===== src/rtl/lifo_stack_param.sv =====
// Parametrised LIFO stack with replace-top (push+pop), peek, occupancy count,
// almost-full flag, synchronous flush and single-cycle overflow/underflow pulses.
// count is the only pointer; all flags are decoded from it.
module lifo_stack_param #(
  parameter int DATA_WIDTH  = 8,
  parameter int DEPTH       = 8,
  parameter int AFULL_LEVEL = 6,
  localparam int CW         = $clog2(DEPTH + 1)
) (
  input  logic                  clk,
  input  logic                  reset_n,
  input  logic                  clear,
  input  logic                  push,
  input  logic                  pop,
  input  logic [DATA_WIDTH-1:0] data_in,
  output logic [DATA_WIDTH-1:0] data_out,
  output logic                  pop_valid,
  output logic [DATA_WIDTH-1:0] top_data,
  output logic [CW-1:0]         count,
  output logic                  empty,
  output logic                  full,
  output logic                  almost_full,
  output logic                  overflow,
  output logic                  underflow
);

  // Storage index width; DEPTH >= 2 keeps this at least one bit.
  localparam int AW = $clog2(DEPTH);

  logic [DATA_WIDTH-1:0] stack [DEPTH];
  logic [AW-1:0]         top_idx;
  logic [AW-1:0]         wr_idx;
  logic                  wr_en;

  assign empty       = (count == '0);
  assign full        = (count == CW'(DEPTH));
  assign almost_full = (count >= CW'(AFULL_LEVEL));

  // Index of the current top entry and of the slot a push would land in.
  // top_idx is only meaningful when the stack is not empty, wr_idx only when
  // a write is actually enabled (never while full without a pop).
  always_comb begin
    top_idx = AW'(count - CW'(1));
    wr_en   = 1'b0;
    wr_idx  = AW'(count);
    if (!clear && push) begin
      if (pop && !empty) begin
        wr_en  = 1'b1;
        wr_idx = top_idx;
      end else if (pop || !full) begin
        wr_en  = 1'b1;
      end
    end
  end

  // Combinational peek; reads as zero when nothing is stored.
  always_comb begin
    top_data = '0;
    if (!empty) top_data = stack[top_idx];
  end

  // Storage array, intentionally not reset.
  always_ff @(posedge clk) begin
    if (wr_en) stack[wr_idx] <= data_in;
  end

  // Occupancy, popped data and the single-cycle status pulses.
  always_ff @(posedge clk or negedge reset_n) begin
    if (!reset_n) begin
      count     <= '0;
      data_out  <= '0;
      pop_valid <= 1'b0;
      overflow  <= 1'b0;
      underflow <= 1'b0;
    end else begin
      pop_valid <= 1'b0;
      overflow  <= 1'b0;
      underflow <= 1'b0;
      if (clear) begin
        count <= '0;
      end else if (push && !pop) begin
        if (full) overflow <= 1'b1;
        else      count    <= count + CW'(1);
      end else if (pop && !push) begin
        if (empty) begin
          underflow <= 1'b1;
        end else begin
          data_out  <= stack[top_idx];
          pop_valid <= 1'b1;
          count     <= count - CW'(1);
        end
      end else if (push && pop) begin
        if (empty) begin
          count     <= CW'(1);
          underflow <= 1'b1;
        end else begin
          data_out  <= stack[top_idx];
          pop_valid <= 1'b1;
        end
      end
    end
  end

endmodule


===== config.mk =====
export PLATFORM = sky130hd
export DESIGN_NAME = lifo_stack_param
export DESIGN_NICKNAME = d
export VERILOG_FILES = /design/src/rtl/lifo_stack_param.sv
export SDC_FILE = /design/constraint.sdc
export NUM_CORES = 1
export LEC_CHECK = 0
export ABC_AREA = 1
export CORE_MARGIN = 5
export CORE_UTILIZATION = 53
export DETAILED_ROUTE_END_ITERATION = 10
export HOLD_SLACK_MARGIN = 0.1
export PLACE_DENSITY = 0.76
export SLEW_MARGIN = 5
export SYNTH_ARGS = -nofsm -noshare
export SYNTH_HDL_FRONTEND = slang
export SYNTH_SLANG_ARGS = --single-unit

===== constraint.sdc =====
create_clock -name clk -period 2.8 [get_ports clk]
set_input_delay 0.7 -clock clk [delete_from_list [all_inputs] [get_ports clk]]
set_output_delay 0.7 -clock clk [all_outputs]
set_load 0.05 [all_outputs]

Word level (Yosys, flattened, before mapping)
Memory sizes are Yosys's and may differ from the RTL's.
Cells that the tools add are included.
Widths: inputs -> output; s select.
{"block": "word_totals", "ram_bits": 64, "elab_cells": 62, "reg_bits": 15, "n_memories": 1}
{"memory": "stack", "depth": 8, "word_bits": 8, "rd": 1, "rd_clocked_by_memory_dff": 0, "write_ports": 1, "line_no": "30", "source": "logic [DATA_WIDTH-1:0] stack [DEPTH];"}
{"block": "classes", "n_lt_le_gt_ge": 1, "bitwise_logic": 2, "mux": 31, "addsub": 2, "eq_ne": 3, "n_reduce_logical": 17}
{"cell": "$mux 8", "count": 4}
{"cell": "$mux 4", "count": 7}
{"cell": "$mux 1", "count": 18}
{"cell": "$reduce_bool 4->1", "count": 2}
{"cell": "$mux 3", "count": 2}
{"cell": "$logic_and 1x1->1", "count": 5}
{"cell": "$logic_not 1->1", "count": 5}
{"cell": "$add 4x1->4 const B", "count": 1}
{"cell": "$eq 4x4->1 const B", "count": 1}
{"cell": "$ge 4x3->1 const B", "count": 1}
{"cell": "$logic_not 4->1", "count": 1}
{"cell": "$ne 4x4->1 const B", "count": 1}
{"cell": "$reduce_and 4->1", "count": 1}
{"cell": "$sub 4x1->4 const B", "count": 1}
{"cell": "$ne 3x3->1 const B", "count": 1}
{"cell": "$reduce_and 3->1", "count": 1}
{"cell": "$not 1->1", "count": 2}
{"cell": "$reduce_bool 2->1", "count": 1}
{"cell": "$logic_or 1x1->1", "count": 1}

Depth between registers and ports, before layout
Gate-level depths: netlist (run 1).
{"block": "depth", "ltp_word": 8, "ltp_mapped": 12, "depth_no_buf": 9}

Worst setup path after synthesis (run 1)
No wires, ideal clock.
{"block": "synth_path", "path_type": "register to output", "startpoint": "register count[0]", "endpoint": "output port top_data[0]", "slack_ps": -604, "t_required_ps": 2100, "stages_incl_launch_ff": 13, "n_path_buf": 4, "arrival_ps": 2704, "path_cell_list": "dfrtp_1 -> buf_4 -> inv_2 -> buf_2 -> ha_1 -> buf_4 -> inv_2 -> buf_2 -> nor2_1 -> o21ai_0 -> nand3_1 -> nand2_1 -> nor2_1"}
{"block": "synth_via", "elab_chain_len": 3, "elab_cells_between_ends": 4, "classes_between": "1 x add/sub; 1 x mux; 1 x reduce/logical; 1 x memory"}
{"element": "start, declared", "line_no": "19", "source": "output logic [CW-1:0] count,"}
{"element": "start signal, assigned", "line_no": "83", "source": "else count <= count + CW'(1);"}
{"element": "start signal, assigned", "line_no": "90", "source": "count <= count - CW'(1);"}
{"element": "$sub 4x1->4"}
{"element": "$mem_v2 8x8"}
{"element": "$mux 8 *", "line_no": "59", "source": "if (!empty) top_data = stack[top_idx];"}
{"element": "end, declared", "line_no": "18", "source": "output logic [DATA_WIDTH-1:0] top_data,"}
Every way passes the cells marked *; elsewhere a longest branch is shown, timed or not.

Worst setup path in the final report (run 1)
{"block": "layout_path", "startpoint": "register count[1]", "endpoint": "output port top_data[0]"}
Same word-level chain as after synthesis.

==> results of run 1 <==
[metrics by stage]
step	setup TNS [ns]	hold slack (ns)	instance area, um2
5_1_grt	-0.0710	0.515	4780
6_report	0	0.488	4780
3_5_place_dp	0	0.467	4330
2_1_floorplan	0	0.404	3710
4_1_cts	0	0.490	4620
3_3_place_gp	0	0.465	4330
[worst reg2reg max path, cell delays in order, from the launching register on]
cell	delay, ns
dfrtp_2	0.40
clkinv_4	0.08
ha_2	0.24
xnor2_4	0.25
buf_4	0.16
nand3_2	0.13
buf_6	0.16
buf_4	0.12
buf_4	0.12
buf_4	0.12
buf_4	0.11
buf_4	0.12
buf_4	0.12
buf_4	0.12
buf_4	0.12
buf_4	0.13
nand3_2	0.06
nand2_1	0.06
[layout make-up]
class                           instances  area share, %
Inverter                               16           1.68
Timing Repair Buffer                   76           16.8
Multi-Input combinational cell        241           27.2
Sequential cell                        79           48.1
Clock buffer                            9           2.59
Tap cell                               80           2.10
Clock inverter                          7           1.57
[kinds of logic after synthesis]
family                     count (synthesis)
and+or+nand+nor                          186
AOI/OAI and AO/OA                         45
DFF                                       79
xor gates and xnor gates                   2
buffers and inverters                     28
adders and majority gates                  8
[synthesized netlist by cell type]
library cell	n	area share, %
nor2_1	90	9.4
edfxtp_1	64	53
nand2_1	55	5.7
o21ai_0	34	4.7
nand3_1	26	3.6
dfrtp_1	15	10
buf_2	9	1.2
ha_1	8	2.8
nand3_2	8	2.2
o21ai_1	8	1.1
inv_1	7	0.73
inv_2	7	0.73
a21oi_1	2	0.28
buf_4	2	0.42
inv_4	2	0.35
nand2_2	2	0.35
nand4_1	2	0.35
nor2_4	2	0.62
buf_6	1	0.31
nor2_8	1	0.55
o21ai_2	1	0.24
xnor2_2	1	0.45
xor2_1	1	0.24
[routing by layer]
metal  vias up  part of all wire [%]  wire (um)
met5         -                     0          0
met4         0                   2.3        203
met3        24                   7.5        668
met2       156                    50       4440
met1      1332                    40       3590
li1       1335                     -          -
[repair_timing]
action                     CTS  global route
hold endpoints to repair     0             0
gates resized for setup      5            24
pin swaps                    0            10
buffers inserted            10            10
setup endpoints to repair    8             8
gates cloned                 0             1
[worst max path at each step]
stage,from,to,slack (ns),cells after the start
2_1_floorplan,count[0]$_DFFE_PN0P_,top_data[0],0.005,11
3_3_place_gp,pop,data_out[6]$_DFFE_PN0P_,0.17,9
3_5_place_dp,pop,data_out[4]$_DFFE_PN0P_,0.16,9
4_1_cts,count[0]$_DFFE_PN0P_,top_data[0],0.04,9
5_1_grt,count[0]$_DFFE_PN0P_,top_data[5],-0.03,9
6_report,count[1]$_DFFE_PN0P_,top_data[0],0.02,9
[state kept, by name (all words and copies together) (netlist names)]
signal     cells
underflow      1
count          4
data_out       8
overflow       1
pop_valid      1
stack         64
==> results.md, run 1 <==
* Synthesis-stage register bit count at 79
* Boundary Pins at 39
* 1st-iter DRT viols at between 200 and 300
* Yosys warns at 0
* FMAX at 360 MHz
* Footprint of the multi-input gates at 0.00130 mm2
* Row cnt at 30
* Average instance area after synthesis at 10.4 um2
* Critical path endpoint category: output pin
* Largest net degree at the start of global routing at 39
* Hold Crit Start: data_out[7]$_DFFE_PN0P_
* Reg2reg setup slack at 0.06 ns
* Total GRT Usage at 20.8%
* HP Class: reg -> reg
* GRT overflow at 0
* Die Ht at about 90 um
* Initial Util at 53.7%
* Met1 usage at 26.2%
* Worst Path Max Fanout at 8
* R2R depth at 17
* Nets@finish at 444
* Hold Path End: data_out[7]$_DFFE_PN0P_
* Final setup fails at 0
* Vias per Instance at between 5 and 6
* Die area at around 0.0086 mm2
* Slew Limit Headroom at 54.3%
* Outcome: complete, no violations
* WHS Path Cells at 2
* RD Place Congestion at 0.890
* Number of buffers created by CTS at 9
* Worst reg2reg path startpoint: count[0]$_DFFE_PN0P_
* First-pass DRT Iterations at 5
* Die width at 92.5 um
* Synth Area in Simple Gates at 22.8%
* Crit Path Class: reg -> out
* DP Worst Slack at 0.164 ns
* Initial antenna violation count at 0
* Seq/Total Area, Yosys at a little under two thirds
* First-pass GRT wire length at about 13000 um
* FF/Latch Area at 0.00230 mm2
* Min cycle time layout at 2.78 ns
* Vias in the first global route at roughly 2600
* Max stage delay cell, worst path: dfrtp_2
* Clock Sinks at 79
* CP Buf/Inv Count at 3
* Final HPWL DP at roughly 5700 um
* Fillers at 458
* Worst-path clk slew at 0.09 ns
* Area grow syn2layout at 32.3%
* Cells along the critical path: inv_4 -> ha_4 -> clkbuf_16 -> nor2_1 -> o21ai_0 -> nand3_2 -> nand2_2 -> nor2_4 -> buf_12
* Library cells used by synthesis at 23
* Top delay family on crit path: simple AND/OR/NAND/NOR gates
* Port bufs at 38
* ANT cells at 0
* # H-tree levels at 3
* Final hold vios at 0
* Critical Path Source Type: flop
* Worst skew pair latency at 0.36 ns
* Commonest non-fill, non-tap cell in the layout: nor2_1
* Post-synthesis xor/xnor area fraction at 0.693%
* Grt met3 use at 4.31%
* Main combinational cell family by area after synthesis: simple AND/OR/NAND/NOR gates
* Fin. max-slew vios at 0
* Mapped cell area at 0.00361 mm2
* ANT nets after route at 0
* DR vias at between 2000 and 3000
* Final cell count without fillers at roughly 510
* Adder-Cell Fraction of Synth Area at 2.77%
* Wire per inst at 17.5 um
* Global route hottest layer: met2
* Syn Nets at around 370
* CTS max path bufs at 2
* Core Util, Final at 71.1%
* RSZ-0062 raised after global routing: yes
* DRT Wirelength at 8900 um
* Global routing usage on met2 at 35.2%
* WP data arrival at 2.08 ns
* Worst R2R End: data_out[0]$_DFFE_PN0P_
* # DRC at 0
* Final WS setup at 0.0198 ns
* Commonest non-fill, non-tap cells in the layout: nor2_1, edfxtp_1, nand2_1
* CTS tree: yes
* CTS Hold Bufs at 0
* CP peak stage delay at ~0.43 ns
* Synth Instances at 348
* Placed instance count at 471
* Worst-margin pin slew at 0.683 ns
* Worst path required time at 2.10 ns
* Layout cell share with drive strength beyond 1 at 26.4%
* Clk root buf: clkbuf_8
* Post-synthesis mux area share at 0%
* Max cap viols at 0
* Compound-Gate Fraction of Synth Area at 6.34%
* Fin crit share at between 90 and 100%
* Core ar. at 0.00672 mm2
* Max Clock Skew at approximately 0.011 ns
Power of run 1 is left out: the tool's default activity adds up to more than one toggle a clock period on the data nets, which glitch-free logic cannot reach.
==> run 2, diff against run 1 <==
--- a/config.mk
+++ b/config.mk
@@ -8,6 +8,7 @@
 export ABC_AREA = 1
 export CORE_MARGIN = 5
 export CORE_UTILIZATION = 53
+export CTS_CLUSTER_SIZE = 10
 export DETAILED_ROUTE_END_ITERATION = 10
 export HOLD_SLACK_MARGIN = 0.1
 export PLACE_DENSITY = 0.76
==> constraint.sdc (replaced) <==
create_clock -name clk -period 2.8 [get_ports clk]
set_input_delay 0.56 -clock clk [delete_from_list [all_inputs] [get_ports clk]]
set_output_delay 0.56 -clock clk [all_outputs]
set_load 0.05 [all_outputs]
==> results.md, run 2 (synthesis results as in run 1) <==
* Outcome: complete, no violations
* Commonest non-fill, non-tap cell in the layout: nor2_1
* Clock Sinks at between 70 and 80
* Vias in the first global route at 2586
* Initial Util at a little over half
* Worst-path clk slew at 0.08 ns
* Die area at roughly 0.0086 mm2
* Clk root buf: clkbuf_8
* CTS Hold Bufs at 0
* Critical path endpoint category: output pin
* Max Clock Skew at ~0.013 ns
* First-pass GRT wire length at 13300 um
* Commonest non-fill, non-tap cells in the layout: nor2_1, edfxtp_1, nand2_1
* DRT Wirelength at 8190 um
* Core ar. at 0.00672 mm2
* Initial antenna violation count at 0
* CTS tree: yes
* Min cycle time layout at 2.66 ns
* Biggest register: stack
* Slew Limit Headroom at 53.0%
* Crit Path Class: reg -> out
* Total setup buffers inserted after CTS at 0
* Post-CTS sizing at 1
* Critical Path Source Type: flop
* RSZ-0062 raised after global routing: no
* Final HPWL DP at 5530 um
* Die width at 92.5 um
* Worst-margin pin slew at 0.702 ns
* Largest net degree at the start of global routing at 39
* Max cap viols at 0
* Footprint of the multi-input gates at 0.00125 mm2
* Top flop regs: stack x64, data_out x8, count x4
* WHS Path Cells at 2
* Boundary Pins at 39
* Placed instance count at between 400 and 500
* Final setup fails at 0
* Final hold vios at 0
* 1st-iter DRT viols at 285
* Wire per inst at around 17 um
* HP Class: reg -> reg
* DP Worst Slack at 0.283 ns
* Fin. max-slew vios at 0
* CTS max path bufs at 2
* # H-tree levels at 3
* WP data arrival at 2.10 ns
* ANT cells at 0
* Fillers at 496
* Nets@finish at 421
* Fin crit share at between 90% and 100%
* Final cell count without fillers at 485
* Port bufs at 38
* FMAX at 376 MHz
* Row cnt at 30
* Area grow syn2layout at 25.2%
* Worst path required time at 2.24 ns
* Worst Path Max Fanout at 10
* Flip-flop count of the largest register after layout at between 60 and 70
* Die Ht at about 93 um
* ANT nets after route at 0
* FF/Latch Area at 0.00230 mm2
* First-pass DRT Iterations at 4
* Design area at ~0.0045 mm2
* Layout cell share with drive strength beyond 1 at just under 20%
* Total GRT Usage at between 20% and 30%
* DR vias at 2644
* Total negative slack at 0 ns
* Final WS setup at 0.142 ns
* GRT overflow at 0
* # DRC at 0
* R2R depth at 9
* Number of buffers created by CTS at 9
* RD Place Congestion at 0.834
* Vias per Instance at 5.45
* Placed cell area at 0.00429 mm2
* Worst skew pair latency at 0.34 ns
[run 2: critical path, stage by stage, from the launching register on]
cell,delay [ns]
dfrtp_2,0.41
inv_2,0.14
ha_1,0.27
xnor2_2,0.13
buf_4,0.23
inv_4,0.11
nand3_2,0.11
nand2_1,0.09
nor2_4,0.12
buf_12,0.14
[run 2: layout make-up]
type	count	share of cell area, %
flip-flops and latches	79	50.9
multi-input cells	241	27.7
repair buffers	53	13.1
clock buffers	9	2.74
well taps	80	2.21
clock inverters	7	1.94
inverters	16	1.50
[run 2: worst paths after layout]
kind | start | endpoint | slack [ns]
max in group asynchronous | reset_n | count[0]$_DFFE_PN0P_ | 1.68
min in group asynchronous | reset_n | data_out[4]$_DFFE_PN0P_ | 0.63
worst min register to register | data_out[3]$_DFFE_PN0P_ | data_out[3]$_DFFE_PN0P_ | 0.48
worst min-delay path | data_out[3]$_DFFE_PN0P_ | data_out[3]$_DFFE_PN0P_ | 0.48
worst max-delay path | count[0]$_DFFE_PN0P_ | top_data[3] | 0.14
worst max register to register | count[0]$_DFFE_PN0P_ | stack[3][0]$_DFFE_PP_ | 0.79
[run 2: per-stage QoR]
| step | hold WS, ns | util [%] |
|---|---|---|
| floorplan | 0.264 | - |
| global placement | 0.464 | 63.9 |
| detailed placement | 0.465 | 63.9 |
| CTS | 0.487 | 67.0 |
| global route | 0.514 | 67.3 |
| finish | 0.483 | 67.3 |
[run 2: per-layer routing]
metal | part of all wire, % | track usage (%) | up-vias
li1 | - | - | 1283
met1 | 42 | 26.8 | 1252
met2 | 49 | 34.3 | 105
met3 | 7.7 | 3.90 | 4
met4 | 0.78 | 7.05 | 0
met5 | 0 | 0 | -
Power of run 2 is left out for the same reason.
==> run 3, diff against run 2 <==
--- a/config.mk
+++ b/config.mk
@@ -10,6 +10,7 @@
 export CORE_UTILIZATION = 53
 export CTS_CLUSTER_SIZE = 10
 export DETAILED_ROUTE_END_ITERATION = 10
+export GPL_TIMING_DRIVEN = 0
 export HOLD_SLACK_MARGIN = 0.1
 export PLACE_DENSITY = 0.76
 export SLEW_MARGIN = 5
==> results.md, run 3 (synthesis results as in run 1) <==
* Worst Setup SP: count[0]$_DFFE_PN0P_
* Most used cell, CP: buf_8
* Nets@finish at 453
* Commonest non-fill, non-tap cells in the layout: nor2_1, edfxtp_1, nand2_1
* Placed cell area at 0.00415 mm2
* 1st-iter DRT viols at about 350
* Layout cell share with drive strength beyond 1 at between 30% and 40%
* CTS Hold Bufs at 0
* CP peak stage delay at about 0.4 ns
* Final HPWL DP at 5630 um
* Area grow syn2layout at 36.7%
* Number of buffers created by CTS at 9
* Biggest register: stack
* Largest net degree at the start of global routing at 16
* Fin. max-slew vios at 0
* Outcome: complete, no violations
* First-pass GRT wire length at about 15000 um
* Cells along the critical path: buf_8 -> clkinv_8 -> ha_4 -> inv_8 -> buf_12 -> buf_8 -> nor2_2 -> o21ai_2 -> nand3_4 -> nand2_2 -> nor2_4 -> buf_8
* Worst path required time at 2.24 ns
* RSZ-0062 raised after global routing: yes
* WP depth at 12
* Vias per Instance at 5.73
* DRT Wirelength at 9960 um
* Initial Util at between 50% and 60%
* ANT cells at 0
* Worst skew pair latency at between 0.3 and 0.4 ns
* Slew Limit Headroom at 41.3%
* Worst reg2reg path startpoint: count[0]$_DFFE_PN0P_
* Port bufs at 38
* Final hold vios at 0
* CTS tree: yes
* CP Buf/Inv Count at 6
* Commonest non-fill, non-tap cell in the layout: nor2_1
* Max Clock Skew at 0.0196 ns
* Die area at 0.00856 mm2
* RD Place Congestion at roughly 0.89
* Worst-margin pin slew at between 0.8 and 0.9 ns
* ANT nets after route at 0
* First-pass DRT Iterations at 7
* FMAX at between 300 and 400 MHz
* Fillers at between 400 and 500
* Reg2reg setup slack at 0.07 ns
* # DRC at 0
* GRT overflow at 0
* Top flop regs: stack x64, data_out x8, count x4
* Min cycle time layout at roughly 2.8 ns
* Core ar. at about 0.0067 mm2
* Worst-path clk slew at 0.09 ns
* Crit Path Class: reg -> out
* HP Class: reg -> reg
* Total GRT Usage at 22.7%
* Crit path to: top_data[1]
* Die width at 92.5 um
* Clock Sinks at just under 80
* Critical Path Source Type: flop
* # H-tree levels at 3
* Flip-flop count of the largest register after layout at 64
* Critical path endpoint category: output pin
* DR vias at 2962
* Boundary Pins at 39
* Initial antenna violation count at 0
* Fin crit share at 99.6%
* Worst R2R End: data_out[1]$_DFFE_PN0P_
* Worst hold slack at about 0.49 ns
* Max stage delay cell, worst path: dfrtp_2
* Wire per inst at a little under 20 um
* Design area at 0.00494 mm2
* Max cap viols at 0
* Row cnt at 30
* CTS max path bufs at 2
* WP data arrival at 2.23 ns
* Die Ht at 92.5 um
* Final setup fails at 0
* Top delay family on crit path: buffers and inverters
* Clk root buf: clkbuf_8
* Vias in the first global route at 2858
* R2R depth at 18
* Worst Path Max Fanout at 7
## run 3: final cells by class
type,count,area [um2],share of cell area (%)
multi-input combinational,241,1430,28.9
sequential,79,2300,46.6
inverter,16,91.3,1.85
buffer,10,82.6,1.67
clock buffer,11,141,2.86
timing repair buffer,75,766,15.5
tap,80,100,2.03
clock inverter,5,30.0,0.608
## run 3: per-layer routing
metal	track usage [%]	part of all wire [%]	vias to the layer above
met5	0	0	-
met4	14.6	6.1	0
met3	5.61	8.2	49
met2	36.5	47	184
met1	27.1	38	1377
li1	-	-	1352
## run 3: worst min path at each step
stage	from	to	slack (ns)	depth (start not counted)
after floorplan	reset_n	count[0]$_DFFE_PN0P_	0.26	0
after global placement	data_out[1]$_DFFE_PN0P_	data_out[1]$_DFFE_PN0P_	0.47	2
after detailed placement	data_out[1]$_DFFE_PN0P_	data_out[1]$_DFFE_PN0P_	0.47	2
after CTS	data_out[1]$_DFFE_PN0P_	data_out[1]$_DFFE_PN0P_	0.49	2
after global routing	data_out[3]$_DFFE_PN0P_	data_out[3]$_DFFE_PN0P_	0.52	2
final	data_out[2]$_DFFE_PN0P_	data_out[2]$_DFFE_PN0P_	0.49	2
## run 3: repair_timing
item | CTS | global route
setup buffers | 25 | 10
gates resized for setup | 116 | 29
endpoints found under the setup margin | 75 | 43
pin swaps | 25 | 21
hold endpoints to repair | 0 | 0
gates cloned | 1 | 1
## run 3: tightest hold or removal path, cell delays in order, from the launching register on
cell and delay, ns:
dfrtp_1 0.36, nand2_1 0.05, nand2_1 0.05
## run 3: stage by stage
stage,setup slack (ns),util (%),TNS (ns),cells
6_report,0.0113,73.5,0,517
3_5_place_dp,-0.985,61.8,-22.03,466
3_3_place_gp,-0.923,61.8,-15.56,466
2_1_floorplan,0.0335,-,0,348
5_1_grt,-0.0493,73.5,-0.416,517
4_1_cts,-0.0878,70.8,-0.520,508
Power of run 3 is left out for the same reason.
==> RTL edit: new RTL, settings of run 3 <==
Set the parameter `DATA_WIDTH` to 7 (it was 8).
--- a/src/rtl/lifo_stack_param.sv
+++ b/src/rtl/lifo_stack_param.sv
@@ -2,7 +2,7 @@
 // almost-full flag, synchronous flush and single-cycle overflow/underflow pulses.
 // count is the only pointer; all flags are decoded from it.
 module lifo_stack_param #(
-  parameter int DATA_WIDTH  = 8,
+  parameter int DATA_WIDTH  = 7,
   parameter int DEPTH       = 8,
   parameter int AFULL_LEVEL = 6,
   localparam int CW         = $clog2(DEPTH + 1)
Interface: changed (resized data_in, data_out and top_data); port bits go from 39 to 36. The function was not compared with the original's and may differ.
==> RTL edit against run 3 <==
The flow now finishes with violations (negative setup slack). Via count decreased by 9.0%. Design area decreased by 10%. Maximum frequency decreased by 2.6%. Die area decreased by 9.6%. Sequential cell count decreased by 9. Worst hold slack got worse by 5.9 ps. Worst setup slack got worse by 74 ps. Synthesized area decreased by 11%. Routed wire length decreased by 13%. Critical path depth increased by 5. Critical endpoint is now data_out[6]. Largest cell class unchanged.
Power is left out: the tool's default activity adds up to more than one toggle a clock period on the data nets, which glitch-free logic cannot reach.
==> RTL edit: results <==
export IMPL_status="complete, but fails checks"
export IMPL_violations="negative setup slack"
export IMPL_drt_initial_drc_count=365
export IMPL_nets=427
export IMPL_r2r_cells=17
export IMPL_largestRegisters="stack x56, data_out x7, count x4"
export IMPL_grtUsageMet3=0.05174
export IMPL_place_congestion=0.8421
export IMPL_ys_seq_area_frac=0.6309
export IMPL_relSlewSlack=0.5206
export IMPL_crit_arrival_ps=3100
export IMPL_grt_max_degree=15
export IMPL_netlist_top_cells_area="edfxtp_1, dfrtp_1, nor2_1"
export IMPL_track_usage=0.2304
export IMPL_buffers=88
export IMPL_utilization=0.7473
export IMPL_cp_max_fo=5
export IMPL_finClkSkew_ps=16.12
export IMPL_drt_pass1_iterations=5
export IMPL_finalSetupViolCount=6
export IMPL_synth_cell_type_count=21
export IMPL_drive_gt1_frac=0.2864
export IMPL_nFlopsAndLatches=70
export IMPL_synth_common_cells="nor2_1, edfxtp_1, nand2_1"
export IMPL_route_met3_wl_um=852
export IMPL_min_path_type="reg2reg"
export IMPL_grt_pass1_wl_um=12670
export IMPL_m1WireLength_um=3140
export IMPL_layout_setup_ws_ps=-62.40
export IMPL_clock_area_frac=0.05600
export IMPL_buf_share=0.1796
export IMPL_io_buffers=35
export IMPL_synth_edf_count=56
export IMPL_hpwl_um=4949
export IMPL_hold_slack_ps=483.0
export IMPL_postCtsSetupBuffers=35
export IMPL_syn_area_per_cell_um2=10.06
export IMPL_multi_input_gates=222
export IMPL_fillers=365
export IMPL_drt_vias_per_instance=5.536
export IMPL_place_ws_ps=-756.0
export IMPL_met2_usage=0.3644
export IMPL_core_area_um2=5921
export IMPL_cts_resized=79
export IMPL_grt_pass1_vias=2539
export IMPL_grt_use_met1=0.2807
export IMPL_max_stage_delay_ps=440
export IMPL_cts_max_level=3
export IMPL_setup_tns_ps=-195.8
export IMPL_wl_per_cell_um=17.83
export IMPL_placed_area_um2=3719
export IMPL_multi_input_area_um2=1185
export IMPL_async_flop_share=0.2000
export IMPL_fin_cells=487
export IMPL_seq_cell_share=0.4598
export IMPL_met2WireLength_um=4216
export IMPL_syn_num_nets=340
==> RTL edit: cell count changes after synthesis, moves of 2 or more <==
cell,before,now
nand2_2,2,0
inv_4,2,0
nand3_1,26,31
buf_2,9,7
inv_2,7,5
inv_1,7,11
nand3_2,8,0
o21ai_1,8,5
nor2_1,90,80
edfxtp_1,64,56
==> RTL edit: final timing paths <==
kind,from,to
max,count[0],data_out[6]
min,data_out[6],data_out[6]
max reg2reg,count[0],data_out[6]
min reg2reg,data_out[6],data_out[6]
max in group asynchronous,reset_n,count[1]
min in group asynchronous,reset_n,count[3]
==> RTL edit: worst min-delay path, stage by stage (launching register included) <==
cell and delay (ps):
dfrtp_1 350, nand2_1 50, nand2_1 50
==> RTL edit: cells by family (layout without fill, tap and decap cells) <==
logic type / after synthesis / count (layout) / synth area share
compound gates: 41 / 41 / 0.06488
xor+xnor: 2 / 2 / 0.01127
flops: 70 / 70 / 0.6309
buf+inv: 28 / 120 / 0.04118
simple gates: 171 / 171 / 0.2207
fa+ha+maj: 8 / 8 / 0.03108
